[src/rtl/muldiv_unit.sv]
// Purpose : execute-stage MULT/MULTU/DIV/DIVU/MTHI/MTLO unit that owns the HI/LO registers.
// Latency : MUL 2 edges after issue, DIV 32 edges after issue, MTHI/MTLO at the issue edge.
// Backpres: busy_o stalls F/D/E while an op is in flight; done_o holds while stall_i is high.
//
// Ports: clk/resetn (async active-low); valid_i/op_i/a_i/b_i issue an op from E;
//        stall_i holds done_o; flush_i kills the op in E; busy_o -> hazard unit;
//        done_o pulses (or holds under stall) after commit; hi_o/lo_o architectural HI/LO.
// Option: define MULDIV_FAST_DIV0_EN to commit divide-by-zero results at the issue edge.
module muldiv_unit (
  input  logic        clk,
  input  logic        resetn,
  input  logic        valid_i,
  input  logic [2:0]  op_i,
  input  logic [31:0] a_i,
  input  logic [31:0] b_i,
  input  logic        stall_i,
  input  logic        flush_i,
  output logic        busy_o,
  output logic        done_o,
  output logic [31:0] hi_o,
  output logic [31:0] lo_o
);

  localparam logic [2:0] OP_MULT  = 3'd0;
  localparam logic [2:0] OP_MULTU = 3'd1;
  localparam logic [2:0] OP_DIV   = 3'd2;
  localparam logic [2:0] OP_DIVU  = 3'd3;
  localparam logic [2:0] OP_MTHI  = 3'd4;
  localparam logic [2:0] OP_MTLO  = 3'd5;

  typedef enum logic [1:0] {S_IDLE, S_MUL1, S_MUL2, S_DIV} state_t;

  state_t      state;
  logic [31:0] op_a;        // multiplicand, or raw dividend (kept for divide-by-zero HI)
  logic [31:0] op_b;        // multiplier, or divisor magnitude
  logic        mul_signed;
  logic [31:0] pp_ll, pp_lh, pp_hl, pp_hh;
  logic [31:0] pp_corr;     // high-word correction that turns the unsigned product into a signed one
  logic [31:0] rem, quo;
  logic [4:0]  cnt;
  logic        q_neg, r_neg, div0;

  logic issue, is_mul, is_div;
  assign issue  = (state == S_IDLE) && valid_i && !done_o && !flush_i;
  assign is_mul = (op_i == OP_MULT) || (op_i == OP_MULTU);
  assign is_div = (op_i == OP_DIV)  || (op_i == OP_DIVU);
  assign busy_o = (issue && (is_mul || is_div)) || (state != S_IDLE);

  // Operand magnitudes for signed divide; 0x80000000 maps to itself, which is
  // the correct unsigned magnitude.
  logic [31:0] a_mag, b_mag;
  assign a_mag = (op_i == OP_DIV && a_i[31]) ? -a_i : a_i;
  assign b_mag = (op_i == OP_DIV && b_i[31]) ? -b_i : b_i;

  logic [63:0] mul_sum;
  assign mul_sum = {pp_hh, 32'h0} + {16'h0, pp_hl, 16'h0}
                 + {16'h0, pp_lh, 16'h0} + {32'h0, pp_ll};

  // One restoring step: shift the next dividend bit into the remainder and
  // keep the subtraction only if it did not borrow.
  logic [32:0] div_shift, div_diff;
  logic [31:0] rem_nxt, quo_nxt;
  assign div_shift = {rem, quo[31]};
  assign div_diff  = div_shift - {1'b0, op_b};
  assign rem_nxt   = div_diff[32] ? div_shift[31:0] : div_diff[31:0];
  assign quo_nxt   = {quo[30:0], ~div_diff[32]};

  always_ff @(posedge clk or negedge resetn) begin
    if (!resetn) begin
      state      <= S_IDLE;
      done_o     <= 1'b0;
      hi_o       <= 32'h0;
      lo_o       <= 32'h0;
      op_a       <= 32'h0;
      op_b       <= 32'h0;
      mul_signed <= 1'b0;
      pp_ll      <= 32'h0;
      pp_lh      <= 32'h0;
      pp_hl      <= 32'h0;
      pp_hh      <= 32'h0;
      pp_corr    <= 32'h0;
      rem        <= 32'h0;
      quo        <= 32'h0;
      cnt        <= 5'd0;
      q_neg      <= 1'b0;
      r_neg      <= 1'b0;
      div0       <= 1'b0;
    end else if (flush_i) begin
      state  <= S_IDLE;
      done_o <= 1'b0;
    end else begin
      if (done_o && !stall_i)
        done_o <= 1'b0;
      case (state)
        S_IDLE: begin
          if (issue) begin
            case (op_i)
              OP_MULT, OP_MULTU: begin
                op_a       <= a_i;
                op_b       <= b_i;
                mul_signed <= (op_i == OP_MULT);
                state      <= S_MUL1;
              end
              OP_DIV, OP_DIVU: begin
`ifdef MULDIV_FAST_DIV0_EN
                if (b_i == 32'h0) begin
                  hi_o   <= a_i;
                  lo_o   <= 32'hFFFF_FFFF;
                  done_o <= 1'b1;
                end else
`endif
                begin
                  op_a  <= a_i;
                  op_b  <= b_mag;
                  rem   <= 32'h0;
                  quo   <= a_mag;
                  q_neg <= (op_i == OP_DIV) && (a_i[31] ^ b_i[31]);
                  r_neg <= (op_i == OP_DIV) && a_i[31];
                  div0  <= (b_i == 32'h0);
                  cnt   <= 5'd0;
                  state <= S_DIV;
                end
              end
              OP_MTHI: hi_o <= a_i;
              OP_MTLO: lo_o <= a_i;
              default: ;
            endcase
          end
        end
        S_MUL1: begin
          pp_ll <= {16'h0, op_a[15:0]}  * {16'h0, op_b[15:0]};
          pp_lh <= {16'h0, op_a[15:0]}  * {16'h0, op_b[31:16]};
          pp_hl <= {16'h0, op_a[31:16]} * {16'h0, op_b[15:0]};
          pp_hh <= {16'h0, op_a[31:16]} * {16'h0, op_b[31:16]};
          // Equivalent to sign-extending both operands to 33 bits: a negative
          // operand subtracts the other operand from the high word.
          pp_corr <= ((mul_signed && op_a[31]) ? op_b : 32'h0)
                   + ((mul_signed && op_b[31]) ? op_a : 32'h0);
          state <= S_MUL2;
        end
        S_MUL2: begin
          hi_o   <= mul_sum[63:32] - pp_corr;
          lo_o   <= mul_sum[31:0];
          done_o <= 1'b1;
          state  <= S_IDLE;
        end
        S_DIV: begin
          rem <= rem_nxt;
          quo <= quo_nxt;
          cnt <= cnt + 5'd1;
          if (cnt == 5'd31) begin
            if (div0) begin
              hi_o <= op_a;
              lo_o <= 32'hFFFF_FFFF;
            end else begin
              hi_o <= r_neg ? -rem_nxt : rem_nxt;
              lo_o <= q_neg ? -quo_nxt : quo_nxt;
            end
            done_o <= 1'b1;
            state  <= S_IDLE;
          end
        end
        default: state <= S_IDLE;
      endcase
    end
  end

endmodule

[config.mk]
export PLATFORM = sky130hd
export DESIGN_NAME = muldiv_unit
export DESIGN_NICKNAME = d
export VERILOG_FILES = /design/src/rtl/muldiv_unit.sv
export SDC_FILE = /design/constraint.sdc
export NUM_CORES = 2
export LEC_CHECK = 0
export ABC_AREA = 1
export BUFFER_PORTS_ARGS = -buffer_cell sky130_fd_sc_hd__buf_2
export CORE_MARGIN = 3
export CORE_UTILIZATION = 30
export CTS_CLUSTER_SIZE = 12
export DETAILED_ROUTE_END_ITERATION = 10
export GPL_TIMING_DRIVEN = 0
export SYNTH_ARGS = -nofsm -noshare
export SYNTH_HDL_FRONTEND = slang
export SYNTH_SLANG_ARGS = --single-unit
export TNS_END_PERCENT = 1
[constraint.sdc]
create_clock -name clk -period 11.6 [get_ports clk]
set_input_delay 1.16 -clock clk [delete_from_list [all_inputs] [get_ports clk]]
set_output_delay 1.16 -clock clk [all_outputs]
set_load 0.05 [all_outputs]
==> impl_metrics.py <==
metrics = {
    "timing": {
        "skew_ps": 43.5,
        "period_needed_ps": 8500,
        "setup_violations": 0,
        "tightest_slew_ps": 1490,
        "slew_headroom_pct": 0.657,
        "tns_ps": 0,
        "slew_viol_final": 0,
        "rsz0062_at_grt": "false",
        "period_share_pct": 73.3,
        "hold_violations": 0,
        "max_freq_mhz": 118,
        "setup_ws_ps": 3100,
    },
    "worst_setup_path": {
        "slowest_delay_ps": 890,
        "critPathKind": "flip-flop to flip-flop",
        "cp-start-kind": "flip-flop",
        "critical_path.cell_chain": "clkbuf_1 -> clkbuf_1 -> nand2_1 -> fa_1 -> fa_1 -> inv_1 -> ha_1 -> inv_1 -> fa_1 -> fa_1 -> inv_1 -> fa_1 -> ha_1 -> a21o_1 -> a31oi_1 -> o21ai_0 -> a21boi_0 -> o21ai_0 -> a21boi_0 -> o21bai_1 -> a21oi_1 -> xor2_1 -> o21ai_0",
        "crit_fanout": 10,
        "cpMostUsedCell": "fa_1",
        "ff2ff_setup_slack_ps": 3100,
        "endpoint_kind": "flip-flop",
        "slowest_stage": "clkbuf_1",
        "crit_required_ps": 12080,
        "arrival_ps": 8980,
    },
    "floorplan": {
        "rows": 166,
        "fp.dieW_um": 461,
        "die_area_um2": 213000,
        "core_area_um2": 205000,
        "io_pins": 138,
        "start_util_pct": 30.3,
        "die_y_um": 461,
    },
    "synthesis": {
        "yosys.area.top_type_share_pct": 26.1,
        "synthCells": 8588,
        "synth_ff_type": "dfrtp_1",
        "syn_nets": 10000,
        "synthArstFlopShare_pct": 100,
        "synth.distinct_cells": 66,
        "ys_warn_count": 0,
        "synth.avg_cell_area_um2": 7.24,
        "ys_seq_elements": 364,
        "synth_edf_count": 0,
        "synth_area_um2": 62200,
        "ys_top_cells_by_area": "fa_1 26%, dfrtp_1 15%, nand2_1 14%",
        "synth_top_area_cell": "fa_1",
        "yosysSeqAreaShare_pct": 14.6,
    },
    "clocking": {
        "h-tree-depth": 2,
        "cts_sinks": 364,
        "cts_buffers": 47,
        "cts_resized": 0,
        "cts.path.max_buffers": 3,
        "cts_tree": "built",
        "ctsHoldBuffers": 0,
        "clk_latency_ps": 670,
        "root_buffer": "clkbuf_16",
        "post_cts_buffers": 0,
        "clk_pin_slew_worst_paths_ps": 70,
    },
    "placed_design": {
        "post-place-ws_ps": 3270,
        "dp_hpwl_um": 230000,
        "place_area_um2": 66300,
        "port_buffers": 137,
        "gp_congestion": 1.02,
    },
    "drt": {
        "first_pass_iters": 6,
        "wl_per_cell_um": 23.9,
        "ant_nets": 0,
        "wirelength_um": 275000,
        "num_vias": 59100,
        "drc_errors": 0,
        "drt_iter0_drc": 6136,
        "viasPerCell": 5.13,
    },
    "final_layout": {
        "layout-drive-gt1-share_pct": 4.24,
        "fin_nets": 10200,
        "fin_area_um2": 68100,
        "fillers": 22100,
        "area_delta_synth_final_pct": 9.46,
    },
    "global_routing": {
        "grt_first_pass_wirelength_um": 398000,
        "grt_pass1_vias": 58700,
        "grt.overflow.total": 0,
        "grt_max_degree": 109,
        "grt_usage_pct": 25.6,
        "grt_antenna_before_repair": 17,
    },
    "job": {
        "cap_viol_max_count": 1,
    },
    "run_status": {
        "violations": "max-capacitance violations",
        "status": "complete, but fails checks",
    },
    "hold_path": {
        "hold_path_class": "flip-flop to flip-flop",
    },
}
## routing by layer
layer | global-route usage, % | part of all wire (%)
met5 | 0 | 0.0076
met2 | 38.2 | 42
met3 | 5.23 | 9.4
met4 | 16.3 | 7.8
met1 | 33.7 | 41
## final cells by class
class	instances	area, µm²	area share [%]
diodes	16	40.0	0.0588
clock inverters	24	338	0.496
multi-input cells	5880	44200	64.9
flip-flops and latches	364	9110	13.4
inverters	1957	7350	10.8
plain buffers	387	1580	2.31
clock buffers	60	1350	1.98
repair buffers	141	790	1.16
well taps	2688	3360	4.94
## stage by stage
step | util [%] | std cells | hold WS (ps)
floorplan | - | 8588 | 449
global placement | 32.2 | 11400 | 466
detailed placement | 32.3 | 11400 | 469
CTS | 33.1 | 11500 | 487
global route | 33.1 | 11500 | 510
finish | 33.1 | 11500 | 485
## critical path: cells and delay by family (launching register included)
kind / cells / cell delay (ps)
buf+inv: 5 / 1760
flops: 1 / 330
xor+xnor: 1 / 670
compound gates: 9 / 2360
fa+ha+maj: 7 / 2950
simple gates: 1 / 220
## final timing paths
check / to / cells past startpoint / from
max: pp_hh[25]$_DFFE_PN0P_ / 23 / op_a[21]$_DFFE_PN0P_
min: lo_o[13]$_DFFE_PN0P_ / 2 / lo_o[13]$_DFFE_PN0P_
max reg2reg: pp_hh[25]$_DFFE_PN0P_ / 23 / op_a[21]$_DFFE_PN0P_
min reg2reg: lo_o[13]$_DFFE_PN0P_ / 2 / lo_o[13]$_DFFE_PN0P_
max in group asynchronous: op_b[13]$_DFFE_PN0P_ / 3 / resetn
min in group asynchronous: quo[18]$_DFFE_PN0P_ / 1 / resetn
## cells by family (layout without fill, tap and decap cells)
kind of cell	after synthesis	after routing	synth area share, %
mux	13	13	0.209
fa+ha+maj	1360	1360	37.2
xor+xnor	200	200	2.82
flops	364	364	14.6
buf+inv	2344	2569	14.3
simple gates	3227	3227	21.0
compound gates	1080	1080	9.78
other cells	0	16	0
## placed cells by master (no fill, tap or decap), drive strengths merged, types with 14 or more instances in the layout
cell type / n
a21o: 14
nor4: 16
clkbuf: 419
xnor2: 87
a21oi: 396
ha: 548
nand3: 237
o22ai: 34
fa: 812
o21ai: 412
a41oi: 17
clkinv: 18
inv: 1956
o211ai: 25
buf: 169
dfrtp: 364
nand2: 2287
a21boi: 15
a31oi: 60
nor3: 72
o21bai: 18
o31ai: 18
o221ai: 20
o21a: 18
nor2: 507
nand3b: 16
or2: 46
nand4: 37
xor2: 113
diode: 16
## cell usage after synthesis (8+ instances only)
master and number:
a21boi_0 15, a21o_1 14, a21oi_1 392, a221oi_1 8, a31oi_1 60, a41oi_1 17, buf_1 10, buf_2 8
clkbuf_1 355, dfrtp_1 364, fa_1 812, ha_1 548, inv_1 1938, inv_2 13, mux2i_1 13, nand2_1 2245
nand2_2 34, nand3_1 234, nand3b_1 16, nand4_1 37, nor2_1 491, nor2_2 11, nor3_1 70, nor4_1 16
o211ai_1 25, o21a_1 18, o21ai_0 390, o21ai_1 20, o21bai_1 18, o221ai_1 20, o22ai_1 34, o31ai_1 18
or2_2 41, xnor2_1 87, xor2_1 113
Power is not shown: default switching activity piles up to over one toggle a cycle in this logic, so the estimate is an artifact.
